File: src/rtl/riscv_memory_arbiter_if.sv
// Bus bundle between the fetch/load-store units, the arbiter and the memory.
// The arbiter uses the slave view. The master view is the requesters plus the memory.
interface riscv_memory_arbiter_if;
   logic        i_req;
   logic [31:0] i_addr;
   logic        i_gnt;
   logic        i_rvalid;
   logic [31:0] i_rdata;

   logic        d_req;
   logic        d_we;
   logic [3:0]  d_be;
   logic [31:0] d_addr;
   logic [31:0] d_wdata;
   logic        d_gnt;
   logic        d_rvalid;
   logic [31:0] d_rdata;

   logic        mem_read_en;
   logic        mem_write_en;
   logic [31:0] mem_address;
   logic [31:0] mem_write_data;
   logic [31:0] mem_read_data;

   modport slave (
      input  i_req, i_addr,
      output i_gnt, i_rvalid, i_rdata,
      input  d_req, d_we, d_be, d_addr, d_wdata,
      output d_gnt, d_rvalid, d_rdata,
      output mem_read_en, mem_write_en, mem_address, mem_write_data,
      input  mem_read_data
   );

   modport master (
      output i_req, i_addr,
      input  i_gnt, i_rvalid, i_rdata,
      output d_req, d_we, d_be, d_addr, d_wdata,
      input  d_gnt, d_rvalid, d_rdata,
      input  mem_read_en, mem_write_en, mem_address, mem_write_data,
      output mem_read_data
   );
endinterface

File: src/rtl/riscv_memory_arbiter.sv
// Shares one single-port synchronous-read memory between the fetch port and the data port.
// Partial-word stores are done as a read followed by a merged full-word write.
module riscv_memory_arbiter #(
   parameter int ROUND_ROBIN  = 1,
   parameter int MEMORY_WORDS = 1024
) (
   input logic                  clk,
   input logic                  rst,
   riscv_memory_arbiter_if.slave bus
);

   typedef enum logic {ACCEPT, MERGE} state_t;

   state_t      state;
   logic        prefer_data;
   logic        i_resp;
   logic        d_resp;
   logic [31:0] cap_addr;
   logic [31:0] cap_wdata;
   logic [3:0]  cap_be;

   logic        accept;
   logic        conflict;
   logic        grant_d;
   logic        grant_i;
   logic        d_full;
   logic        d_partial;
   logic        in_merge;
   logic [31:0] merged;

   // The depth belongs to the memory instance. It is referenced here only so that it is not flagged as unused.
   logic unused_params;
   assign unused_params = (MEMORY_WORDS > 0);

   // Arbitration. Grants are given only in ACCEPT and never while reset is held.
   always_comb begin
      in_merge  = (state == MERGE) && rst;
      accept    = (state == ACCEPT) && rst;
      conflict  = bus.i_req && bus.d_req;
      d_full    = (bus.d_be == 4'b1111);
      d_partial = (bus.d_be != 4'b1111) && (bus.d_be != 4'b0000);
      grant_d   = accept && bus.d_req &&
                  (!bus.i_req || (ROUND_ROBIN == 0) || prefer_data);
      grant_i   = accept && bus.i_req && !grant_d;
   end

   // Byte merge for the write half of a read-modify-write. Enabled lanes come from the store data.
   always_comb begin
      merged = '0;
      for (int b = 0; b < 4; b++) begin
         merged[8*b +: 8] = cap_be[b] ? cap_wdata[8*b +: 8] : bus.mem_read_data[8*b +: 8];
      end
   end

   // Memory command. The merge write uses the address captured when the store was granted.
   always_comb begin
      bus.mem_read_en    = grant_i || (grant_d && (!bus.d_we || d_partial));
      bus.mem_write_en   = (grant_d && bus.d_we && d_full) || in_merge;
      bus.mem_address    = in_merge ? cap_addr :
                           grant_d  ? (bus.d_addr & ~32'd3) :
                                      (bus.i_addr & ~32'd3);
      bus.mem_write_data = in_merge ? merged : bus.d_wdata;
   end

   // Requester-facing outputs. Read data passes through from the memory and is qualified by rvalid.
   always_comb begin
      bus.i_gnt    = grant_i;
      bus.d_gnt    = grant_d;
      bus.i_rvalid = i_resp;
      bus.d_rvalid = d_resp;
      bus.i_rdata  = bus.mem_read_data;
      bus.d_rdata  = bus.mem_read_data;
   end

   // Sequencer: state, the round-robin pointer, the response pulses and the captured partial store.
   always_ff @(posedge clk or negedge rst) begin
      if (!rst) begin
         state       <= ACCEPT;
         prefer_data <= 1'b1;
         i_resp      <= 1'b0;
         d_resp      <= 1'b0;
         cap_addr    <= '0;
         cap_wdata   <= '0;
         cap_be      <= '0;
      end else begin
         i_resp <= grant_i;
         d_resp <= (grant_d && !(bus.d_we && d_partial)) || (state == MERGE);

         if (conflict && grant_d) begin
            prefer_data <= 1'b0;
         end else if (conflict && grant_i) begin
            prefer_data <= 1'b1;
         end

         case (state)
            ACCEPT: begin
               if (grant_d && bus.d_we && d_partial) begin
                  state     <= MERGE;
                  cap_addr  <= bus.d_addr & ~32'd3;
                  cap_wdata <= bus.d_wdata;
                  cap_be    <= bus.d_be;
               end
            end
            MERGE: begin
               state <= ACCEPT;
            end
            default: begin
               state <= ACCEPT;
            end
         endcase
      end
   end

endmodule

File: src/flat_wrapper.sv
// flat-port wrapper written by rule: the top's interface ports become plain ports
module riscv_memory_arbiter_flat 
#(
   parameter int ROUND_ROBIN  = 1,
   parameter int MEMORY_WORDS = 1024
)
  (clk, rst, bus_i_req, bus_i_addr, bus_i_gnt, bus_i_rvalid, bus_i_rdata, bus_d_req, bus_d_we, bus_d_be, bus_d_addr, bus_d_wdata, bus_d_gnt, bus_d_rvalid, bus_d_rdata, bus_mem_read_en, bus_mem_write_en, bus_mem_address, bus_mem_write_data, bus_mem_read_data);
  riscv_memory_arbiter_if bus_i ();
  input logic clk;
  input logic rst;
  input wire logic [$bits(bus_i.i_req)-1:0] bus_i_req;
  input wire logic [$bits(bus_i.i_addr)-1:0] bus_i_addr;
  output wire logic [$bits(bus_i.i_gnt)-1:0] bus_i_gnt;
  output wire logic [$bits(bus_i.i_rvalid)-1:0] bus_i_rvalid;
  output wire logic [$bits(bus_i.i_rdata)-1:0] bus_i_rdata;
  input wire logic [$bits(bus_i.d_req)-1:0] bus_d_req;
  input wire logic [$bits(bus_i.d_we)-1:0] bus_d_we;
  input wire logic [$bits(bus_i.d_be)-1:0] bus_d_be;
  input wire logic [$bits(bus_i.d_addr)-1:0] bus_d_addr;
  input wire logic [$bits(bus_i.d_wdata)-1:0] bus_d_wdata;
  output wire logic [$bits(bus_i.d_gnt)-1:0] bus_d_gnt;
  output wire logic [$bits(bus_i.d_rvalid)-1:0] bus_d_rvalid;
  output wire logic [$bits(bus_i.d_rdata)-1:0] bus_d_rdata;
  output wire logic [$bits(bus_i.mem_read_en)-1:0] bus_mem_read_en;
  output wire logic [$bits(bus_i.mem_write_en)-1:0] bus_mem_write_en;
  output wire logic [$bits(bus_i.mem_address)-1:0] bus_mem_address;
  output wire logic [$bits(bus_i.mem_write_data)-1:0] bus_mem_write_data;
  input wire logic [$bits(bus_i.mem_read_data)-1:0] bus_mem_read_data;
  assign bus_i.i_req = bus_i_req;
  assign bus_i.i_addr = bus_i_addr;
  assign bus_i_gnt = bus_i.i_gnt;
  assign bus_i_rvalid = bus_i.i_rvalid;
  assign bus_i_rdata = bus_i.i_rdata;
  assign bus_i.d_req = bus_d_req;
  assign bus_i.d_we = bus_d_we;
  assign bus_i.d_be = bus_d_be;
  assign bus_i.d_addr = bus_d_addr;
  assign bus_i.d_wdata = bus_d_wdata;
  assign bus_d_gnt = bus_i.d_gnt;
  assign bus_d_rvalid = bus_i.d_rvalid;
  assign bus_d_rdata = bus_i.d_rdata;
  assign bus_mem_read_en = bus_i.mem_read_en;
  assign bus_mem_write_en = bus_i.mem_write_en;
  assign bus_mem_address = bus_i.mem_address;
  assign bus_mem_write_data = bus_i.mem_write_data;
  assign bus_i.mem_read_data = bus_mem_read_data;
  riscv_memory_arbiter #(.ROUND_ROBIN(ROUND_ROBIN), .MEMORY_WORDS(MEMORY_WORDS)) u_core (.clk(clk), .rst(rst), .bus(bus_i));
endmodule
File: config.mk
export PLATFORM = sky130hd
export DESIGN_NAME = riscv_memory_arbiter_flat
export DESIGN_NICKNAME = d
export VERILOG_FILES = /design/src/rtl/riscv_memory_arbiter_if.sv /design/src/rtl/riscv_memory_arbiter.sv /design/src/flat_wrapper.sv
export SDC_FILE = /design/constraint.sdc
export NUM_CORES = 1
export LEC_CHECK = 0
export BUFFER_PORTS_ARGS = -buffer_cell sky130_fd_sc_hd__buf_2
export CORE_MARGIN = 8
export CORE_UTILIZATION = 39
export CTS_BUF_LIST = sky130_fd_sc_hd__clkbuf_4 sky130_fd_sc_hd__clkbuf_8 sky130_fd_sc_hd__clkbuf_16
export CTS_CLUSTER_DIAMETER = 30
export DETAILED_ROUTE_END_ITERATION = 7
export PLACE_DENSITY = 0.73
export SLEW_MARGIN = 20
export SYNTH_ARGS = -nofsm -noshare
export SYNTH_HDL_FRONTEND = slang
export SYNTH_SLANG_ARGS = --single-unit
File: constraint.sdc
create_clock -name clk -period 3 [get_ports clk]
set_clock_uncertainty 0.1 [all_clocks]
set_input_delay 0.75 -clock clk [delete_from_list [all_inputs] [get_ports clk]]
set_output_delay 0.75 -clock clk [all_outputs]
set_load 0.02 [all_outputs]
After elaboration in Yosys (flattened, before gate mapping)

Index checks and enable logic that the tools add are counted.
W data, S select, Z words.

Reductions and logical operators: 28
Equality and inequality tests: 2
Multiplexer cells: 11
Bitwise gates (word level): 1

Operator list:

| kind                 | number |
|---|---|
| $mux W32             | 3 |
| $mux W8              | 4 |
| $logic_and A1 B1 Y1  | 16 |
| $logic_or A1 B1 Y1   | 5 |
| $eq A4 B4 Y1 const B | 1 |
| $logic_not A1 Y1     | 4 |
| $ne A4 B4 Y1 const B | 1 |
| $reduce_bool A4 Y1   | 1 |
| $mux W1              | 3 |
| $pmux W1 S2          | 1 |
| $reduce_and A2 Y1    | 1 |
| $reduce_bool A2 Y1   | 1 |
| $not A1 Y1           | 1 |

Word-level logic and storage cells: 49
Output and inout bits: 134
Bits in registers: 70

Longest topological paths before layout

Gate-level depths: netlist of run 1.

Word-level depth: 9
Gate-level depth with buffers: 7
Gate-level depth less buffers: 5

Worst setup path before layout of run 1

No wires, ideal clock.

Path type: input port to output port
Start: input rst
End: output bus_mem_write_en
Cell stages on the path: 6
Setup slack: 0.050 ns
Buffers on the path: 1
Required time: 2.150 ns
Arrival: 2.100 ns
Cells stage by stage: nor2b_4 > nand3_2 > inv_2 > clkbuf_1 > nand2_1 > o21ai_0

Cells in the longest elaborated chain, start to end: 6

RTL lines:

| item                             | line                       | source |
|---|---|---|
| from (decl)                      | flat_wrapper.sv:10         | `input logic rst;` |
| $logic_and A1 B1 Y1              | riscv_memory_arbiter.sv:38 | `accept = (state == ACCEPT) && rst;` |
| $logic_and A1 B1 Y1 (2 in a row) | riscv_memory_arbiter.sv:42 | `grant_d = accept && bus.d_req &&` |
| via bus_d_gnt                    | flat_wrapper.sv:21         | `output wire logic [$bits(bus_i.d_gnt)-1:0] bus_d_gnt;` |
| $logic_and A1 B1 Y1 (2 in a row) | riscv_memory_arbiter.sv:58 | `bus.mem_write_en = (grant_d && bus.d_we && d_full) \|\| in_merge;` |
| $logic_or A1 B1 Y1               | riscv_memory_arbiter.sv:58 |  |
| to (decl)                        | flat_wrapper.sv:25         | `output wire logic [$bits(bus_i.mem_write_en)-1:0] bus_mem_write_en;` |

The timed path passes the listed nets, and every way through them passes these cells.

Worst setup path after layout of run 1

Start: input bus_d_be[1]
End: output bus_mem_read_en

Cells in the longest elaborated chain, start to end: 5

RTL lines:

| item                                               | line                       | source |
|---|---|---|
| from (decl)                                        | flat_wrapper.sv:18         | `input wire logic [$bits(bus_i.d_be)-1:0] bus_d_be;` |
| $ne A4 B4 Y1 or $reduce_bool A4 Y1 (tied branches) | riscv_memory_arbiter.sv:41 | `d_partial = (bus.d_be != 4'b1111) && (bus.d_be != 4'b0000);` |
| $logic_and A1 B1 Y1 (*)                            | riscv_memory_arbiter.sv:41 |  |
| $logic_or A1 B1 Y1 (*)                             | riscv_memory_arbiter.sv:57 | `bus.mem_read_en = grant_i \|\| (grant_d && (!bus.d_we \|\| d_partial));` |
| $logic_and A1 B1 Y1 (*)                            | riscv_memory_arbiter.sv:57 |  |
| $logic_or A1 B1 Y1 (*)                             | riscv_memory_arbiter.sv:57 |  |
| to (decl)                                          | flat_wrapper.sv:24         | `output wire logic [$bits(bus_i.mem_read_en)-1:0] bus_mem_read_en;` |

Mark *: on every way between the ends. The rest lies on a longest branch, timed or not.

==> flow_summary.json, run 1 <==
{
  "status": "completed",
  "start_util_pct": 39.78,
  "rows": 39,
  "syn_to_final_growth_pct": 29.65,
  "drv_cap": 0,
  "synth_largest_area_cell": "dfrtp_1",
  "start_kind": "input port",
  "drtAntennaViolNets": 0,
  "worst_slack_ps": 189.4,
  "cts_tree": "yes",
  "required_ps": 2150,
  "max_stage_delay_ps": 320,
  "netlist_area_um2": 4503,
  "ys_ff_latch": 70,
  "ys_warn_count": 0,
  "antenna_found_initial": 1,
  "cts_resized": 0,
  "synthCells": 469,
  "ir_drop_v": 0.0003025,
  "via_per_inst": 4.756,
  "seqCellArea_um2": 1753,
  "cts_setup_buffers": 0,
  "p_leak_nw": 3.228,
  "holdPathEnd": "u_core.prefer_data",
  "wirelength_mm": 12.19,
  "setup_viol": 0,
  "cts_max_path_buffers": 2,
  "grt_first_pass_wirelength_mm": 18.72,
  "crit_fanout": 3,
  "fmax_mhz": 355.8,
  "synth_common_cells": "95 x nand2_1, 69 x dfrtp_1, 66 x buf_4",
  "finalHoldViolations": 0,
  "num_vias": 3843,
  "yosys.cell_count.top_type": "nand2_1",
  "slew_headroom_pct": 42.88,
  "path_cells": "buf_2 -> buf_4 -> nand4_1 -> nor2b_1 -> nand2b_1 -> a21o_1 -> buf_2",
  "min_period_over_period_pct": 93.69,
  "path_common_cell": "buf_2",
  "root_buffer": "clkbuf_16",
  "dieArea_um2": 15240,
  "synth_edf_count": 0,
  "reg2reg_depth": 6,
  "post-route-drc-count": 0,
  "powerDensity_nw_per_um2": 679.0,
  "tightest_slew_ps": 856.9,
  "io_pins": 271,
  "min_path_cells": 1,
  "synth_top_area_share_pct": 38.34,
  "cts.clk_slew.worst_paths_ps": 60,
  "port_buffers": 264,
  "fin_nets": 797,
  "cpMaxStageDelayCell": "nor2b_1",
  "worstSetupStartpoint": "bus_d_be[1]",
  "grt_setup_unrepaired": "no",
  "clock_latency_ps": 320,
  "avgSynthCellArea_um2": 9.601,
  "fin_setup_tns_ps": 0,
  "seq_area_frac_synth_pct": 38.93,
  "gr-total-overflow": 0,
  "multi_input_area_um2": 2120,
  "rr_startpoint": "u_core.prefer_data",
  "cts_max_level": 3,
  "worstReg2RegEnd": "u_core.cap_addr[9]",
  "ff2ff_setup_slack_ps": 1150,
  "critical_path_class": "in2out",
  "grt_max_degree": 72,
  "synthArstFlopShare_pct": 100.0,
  "drt_first_pass_iters": 4,
  "synth.distinct_cells": 28,
  "fin_crit_ps": 2811,
  "drt_iter0_drc": 146,
  "placed_cells": 792,
  "hp-start": "u_core.prefer_data",
  "cts.sinks": 70,
  "die_y_um": 123.5,
  "endpoint_kind": "output port",
  "synth_ff_type": "dfrtp_1",
  "slew_viol_final": 0,
  "hold_buffers": 0,
  "fin_util_pct": 51.57,
  "crit_arrival_ps": 1960,
  "grt_use_total_pct": 15.32,
  "wl_per_cell_um": 15.09,
  "hp-class": "reg2reg",
  "grt_pass1_vias": 3961,
  "hpwlAfterDp_mm": 9.916,
  "post-place-ws_ps": 173.7,
  "diodes": 0,
  "drive_gt1_share_pct": 54.74,
  "cts_buffers": 9,
  "gp_congestion": 0.7979,
  "n_fill_cell": 1014,
  "coreArea_um2": 11320,
  "die_x_um": 123.5,
  "stdcell_count": 808,
  "synthTopCellsByArea": "dfrtp_1 38%, buf_4 11%, mux2_4 9.7%, mux2_2 9.3%, nand2_1 7.9%"
}
-- final cells by class --
class / instances / area share (%)
Inverter: 2 / 0.1286
Multi-Input combinational cell: 302 / 36.31
Tap cell: 143 / 3.065
Clock buffer: 11 / 4.329
Sequential cell: 70 / 30.03
Timing Repair Buffer: 275 / 25.16
Clock inverter: 5 / 0.9859
-- cells in the final DEF, fill, tap and decap left out --
cell,n
a21o_1,1
a21oi_1,2
a31oi_1,30
buf_12,5
buf_2,263
buf_4,7
bufinv_16,1
clkbuf_16,9
clkbuf_8,2
clkinv_2,2
clkinv_4,2
conb_1,2
dfrtp_1,69
dfstp_2,1
inv_1,1
inv_2,1
mux2_2,37
mux2_4,29
mux2i_1,32
nand2_1,94
nand2_4,1
nand2b_1,2
nand3_1,1
nand3_2,1
nand3_4,1
nand4_1,1
nor2_1,30
nor2b_1,1
nor2b_4,1
nor4_1,1
o21ai_0,33
or2_2,1
xnor2_1,1
-- sequential cells by signal (all words and copies together), names as in the netlist --
signal,count
u_core.bus.i_rvalid,1
u_core.bus.d_rvalid,1
u_core.state,1
u_core.cap_addr,30
u_core.prefer_data,1
u_core.cap_wdata,32
u_core.cap_be,4
-- worst max path at each step --
stage / end / slack (ps) / depth (start not counted)
after global routing: bus_mem_read_en / 100 / 7
after floorplan: bus_mem_write_en / 50 / 6
after global placement: bus_mem_read_en / 190 / 7
after detailed placement: bus_mem_read_en / 170 / 7
after CTS: bus_mem_read_en / 160 / 7
final: bus_mem_read_en / 190 / 7
-- metrics by stage --
| step | hold slack (ps) | total power, mW | instance area [um2] |
|---|---|---|---|
| after CTS | 405.3 | 4.020 | 5838 |
| after global placement | 381.8 | 2.870 | 5528 |
| after global routing | 410.5 | 4.199 | 5838 |
| final | 400.7 | 3.964 | 5838 |
| after detailed placement | 392.6 | 2.930 | 5528 |
| after floorplan | 354.4 | 2.554 | 4507 |
-- cell families after synthesis --
logic type | share of synthesized area, %
compound gates | 8.225
xor+xnor | 0.1945
buf+inv | 14.42
flops | 38.93
mux | 26.04
other cells | 0.08328
simple gates | 12.11
-- power breakdown --
part / internal [mW] / switching [mW] / total [mW]
sequential: 1.32 / 0.282 / 1.60
combinational: 0.730 / 0.569 / 1.30
clock: 0.688 / 0.376 / 1.06
total: 2.74 / 1.23 / 3.96
-- worst max-delay path, delay by kind of cell --
| family | cells | cell delay [ps] |
|---|---|---|
| buf+inv | 3 | 430 |
| compound gates | 1 | 150 |
| simple gates | 3 | 620 |
-- per-layer routing --
layer / GRT usage [%] / vias up / part of all wire (%)
li1: - / 1905 / -
met1: 16.93 / 1754 / 39
met2: 26.90 / 171 / 49
met3: 5.982 / 11 / 11
met4: 4.063 / 2 / 0.97
met5: 0 / - / 0.11
Note: power is estimated with default switching activity, not from simulation.
==> run 2: changes to the inputs <==
--- a/config.mk
+++ b/config.mk
@@ -12,6 +12,7 @@
 export CTS_CLUSTER_DIAMETER = 30
 export DETAILED_ROUTE_END_ITERATION = 7
 export PLACE_DENSITY = 0.73
+export REMOVE_ABC_BUFFERS = 1
 export SLEW_MARGIN = 20
 export SYNTH_ARGS = -nofsm -noshare
 export SYNTH_HDL_FRONTEND = slang
==> run 2 against run 1 <==
Against the previous run:
- non-clock buffer count fell by 2
- wire length increased by 2.8%
- sequential power hardly changed
- worst setup slack lost 84 ps
- critical endpoint is now bus_mem_address[31]
- largest cell class unchanged
==> flow_summary.json, run 2 (synthesis results as in run 1) <==
{
  "die_y_um": 123.5,
  "layout_commonest_cell": "buf_2",
  "rows": 39,
  "fin_nets": 795,
  "diodes": 0,
  "hp-class": "in2async",
  "grt_use_total_pct": 15.48,
  "drtAntennaViolNets": 0,
  "path_cells": "buf_4 -> nor2b_4 -> nand3_2 -> inv_2 -> buf_12 -> nand2_1 -> a31oi_1 -> buf_2",
  "hold_buffers": 0,
  "grt_max_degree": 65,
  "drv_cap": 0,
  "start_util_pct": 39.78,
  "required_ps": 2150,
  "start_kind": "input port",
  "powerDensity_nw_per_um2": 666.8,
  "critical_path_class": "in2out",
  "cts_max_path_buffers": 2,
  "cts_tree": "yes",
  "combinationalPowerShare_pct": 33.9,
  "gr-total-overflow": 0,
  "cts_max_level": 3,
  "root_buffer": "clkbuf_16",
  "cts.clk_slew.worst_paths_ps": 50,
  "internal_power_mw": 2.635,
  "via_per_inst": 4.832,
  "grt_pass1_vias": 3942,
  "cts.sinks": 70,
  "p_switching_mw": 1.217,
  "endpoint_kind": "output port",
  "switching_share_pct": 31.58,
  "worst_slack_ps": 105.1,
  "crit_arrival_ps": 2040,
  "coreArea_um2": 11320,
  "final_cell_mix": "263 x buf_2, 94 x nand2_1, 69 x dfrtp_1, 37 x mux2_2, 33 x o21ai_0",
  "io_pins": 271,
  "cpMaxStageDelayCell": "inv_2",
  "rr_startpoint": "u_core.prefer_data",
  "grt_setup_unrepaired": "no",
  "hpwlAfterDp_mm": 10.06,
  "hold_ws_ps": 343.1,
  "dieArea_um2": 15240,
  "worstSetupStartpoint": "rst",
  "slew_viol_final": 0,
  "port_buffers": 264,
  "fin_crit_ps": 2895,
  "setup_viol": 0,
  "p_leak_nw": 3.199,
  "reg.largest.list": "u_core.cap_wdata: 32 flops, u_core.cap_addr: 30 flops, u_core.cap_be: 4 flops",
  "post-place-ws_ps": 103.6,
  "slew_headroom_pct": 58.06,
  "cts_buffers": 9,
  "syn_to_final_growth_pct": 28.29,
  "clock_latency_ps": 320,
  "largest_register_ffs": 32,
  "fmax_mhz": 345.4,
  "die_x_um": 123.5,
  "tightest_slew_ps": 629.1,
  "num_vias": 3885,
  "gp_congestion": 0.8104,
  "status": "completed",
  "crit_fanout": 20,
  "drt_iter0_drc": 87,
  "power.share.sequential_pct": 41.8,
  "min_period_over_period_pct": 96.50,
  "cts_setup_buffers": 0,
  "total_power_mw": 3.852,
  "post-route-drc-count": 0,
  "finalHoldViolations": 0,
  "drt_first_pass_iters": 4,
  "wl_per_cell_um": 15.59,
  "n_fill_cell": 1030,
  "clkPwrFrac_pct": 24.3,
  "grt_first_pass_wirelength_mm": 18.95,
  "top_register": "u_core.cap_wdata",
  "wirelength_mm": 12.53,
  "cts_resized": 0,
  "max_stage_delay_ps": 250,
  "ir_drop_v": 0.0003436,
  "antenna_found_initial": 0,
  "drive_gt1_share_pct": 54.46
}
run 2: cell types whose count changed in the layout (fill, tap and decap cells not counted), sizes merged:
cell and delta:
clkinv -2, buf -2, clkbuf +1, bufinv -1
run 2: routing by layer:
metal  up-vias  global-route usage [%]  routed length, um
met5         -                       0                  0
met4         0                   5.944                184
met3        13                   3.881               1185
met2       166                   28.08               6341
met1      1807                   17.01               4822
li1       1899                       -                  -
run 2: critical path: cells and delay by family:
family | cells | cell delay [ps]
AO/OA/AOI/OAI | 1 | 180
buffers and inverters | 4 | 760
AND/OR/NAND/NOR | 3 | 340
run 2: power by group through the flow:
stage          logic [mW]  registers (mW)  clock network [mW]
2_1_floorplan       0.876            1.53                   0
3_3_place_gp         1.28            1.59                   0
3_5_place_dp         1.33            1.61                   0
4_1_cts              1.33            1.61               0.978
5_1_grt              1.42            1.65                1.01
6_report             1.31            1.61               0.936
run 2: area by class of cell:
cell class	count	area [um2]	area share [%]
multi-input cells	302	2120	36.69
flip-flops and latches	70	1753	30.34
repair buffers	273	1454	25.17
clock buffers	12	254.0	4.397
well taps	143	178.9	3.097
clock inverters	2	10.01	0.1733
inverters	2	7.507	0.1300
run 2: worst paths after layout:
path,to,slack [ps],cells after the start
max,bus_mem_address[31],110,8
min,u_core.cap_wdata[26],340,2
max reg2reg,u_core.cap_addr[21],1060,6
min reg2reg,u_core.cap_wdata[7],400,1
max in group asynchronous,u_core.bus.d_rvalid,1880,2
min in group clk,u_core.cap_wdata[7],400,1
run 2: per-stage QoR:
step | cell area, um2 | TNS [ps] | cells | utilization, %
after global routing | 5777 | 0 | 804 | 51.03
after detailed placement | 5513 | 0 | 790 | 48.70
after global placement | 5513 | 0 | 790 | 48.70
after floorplan | 3865 | -127250 | 374 | -
after CTS | 5777 | 0 | 804 | 51.03
final | 5777 | 0 | 804 | 51.03
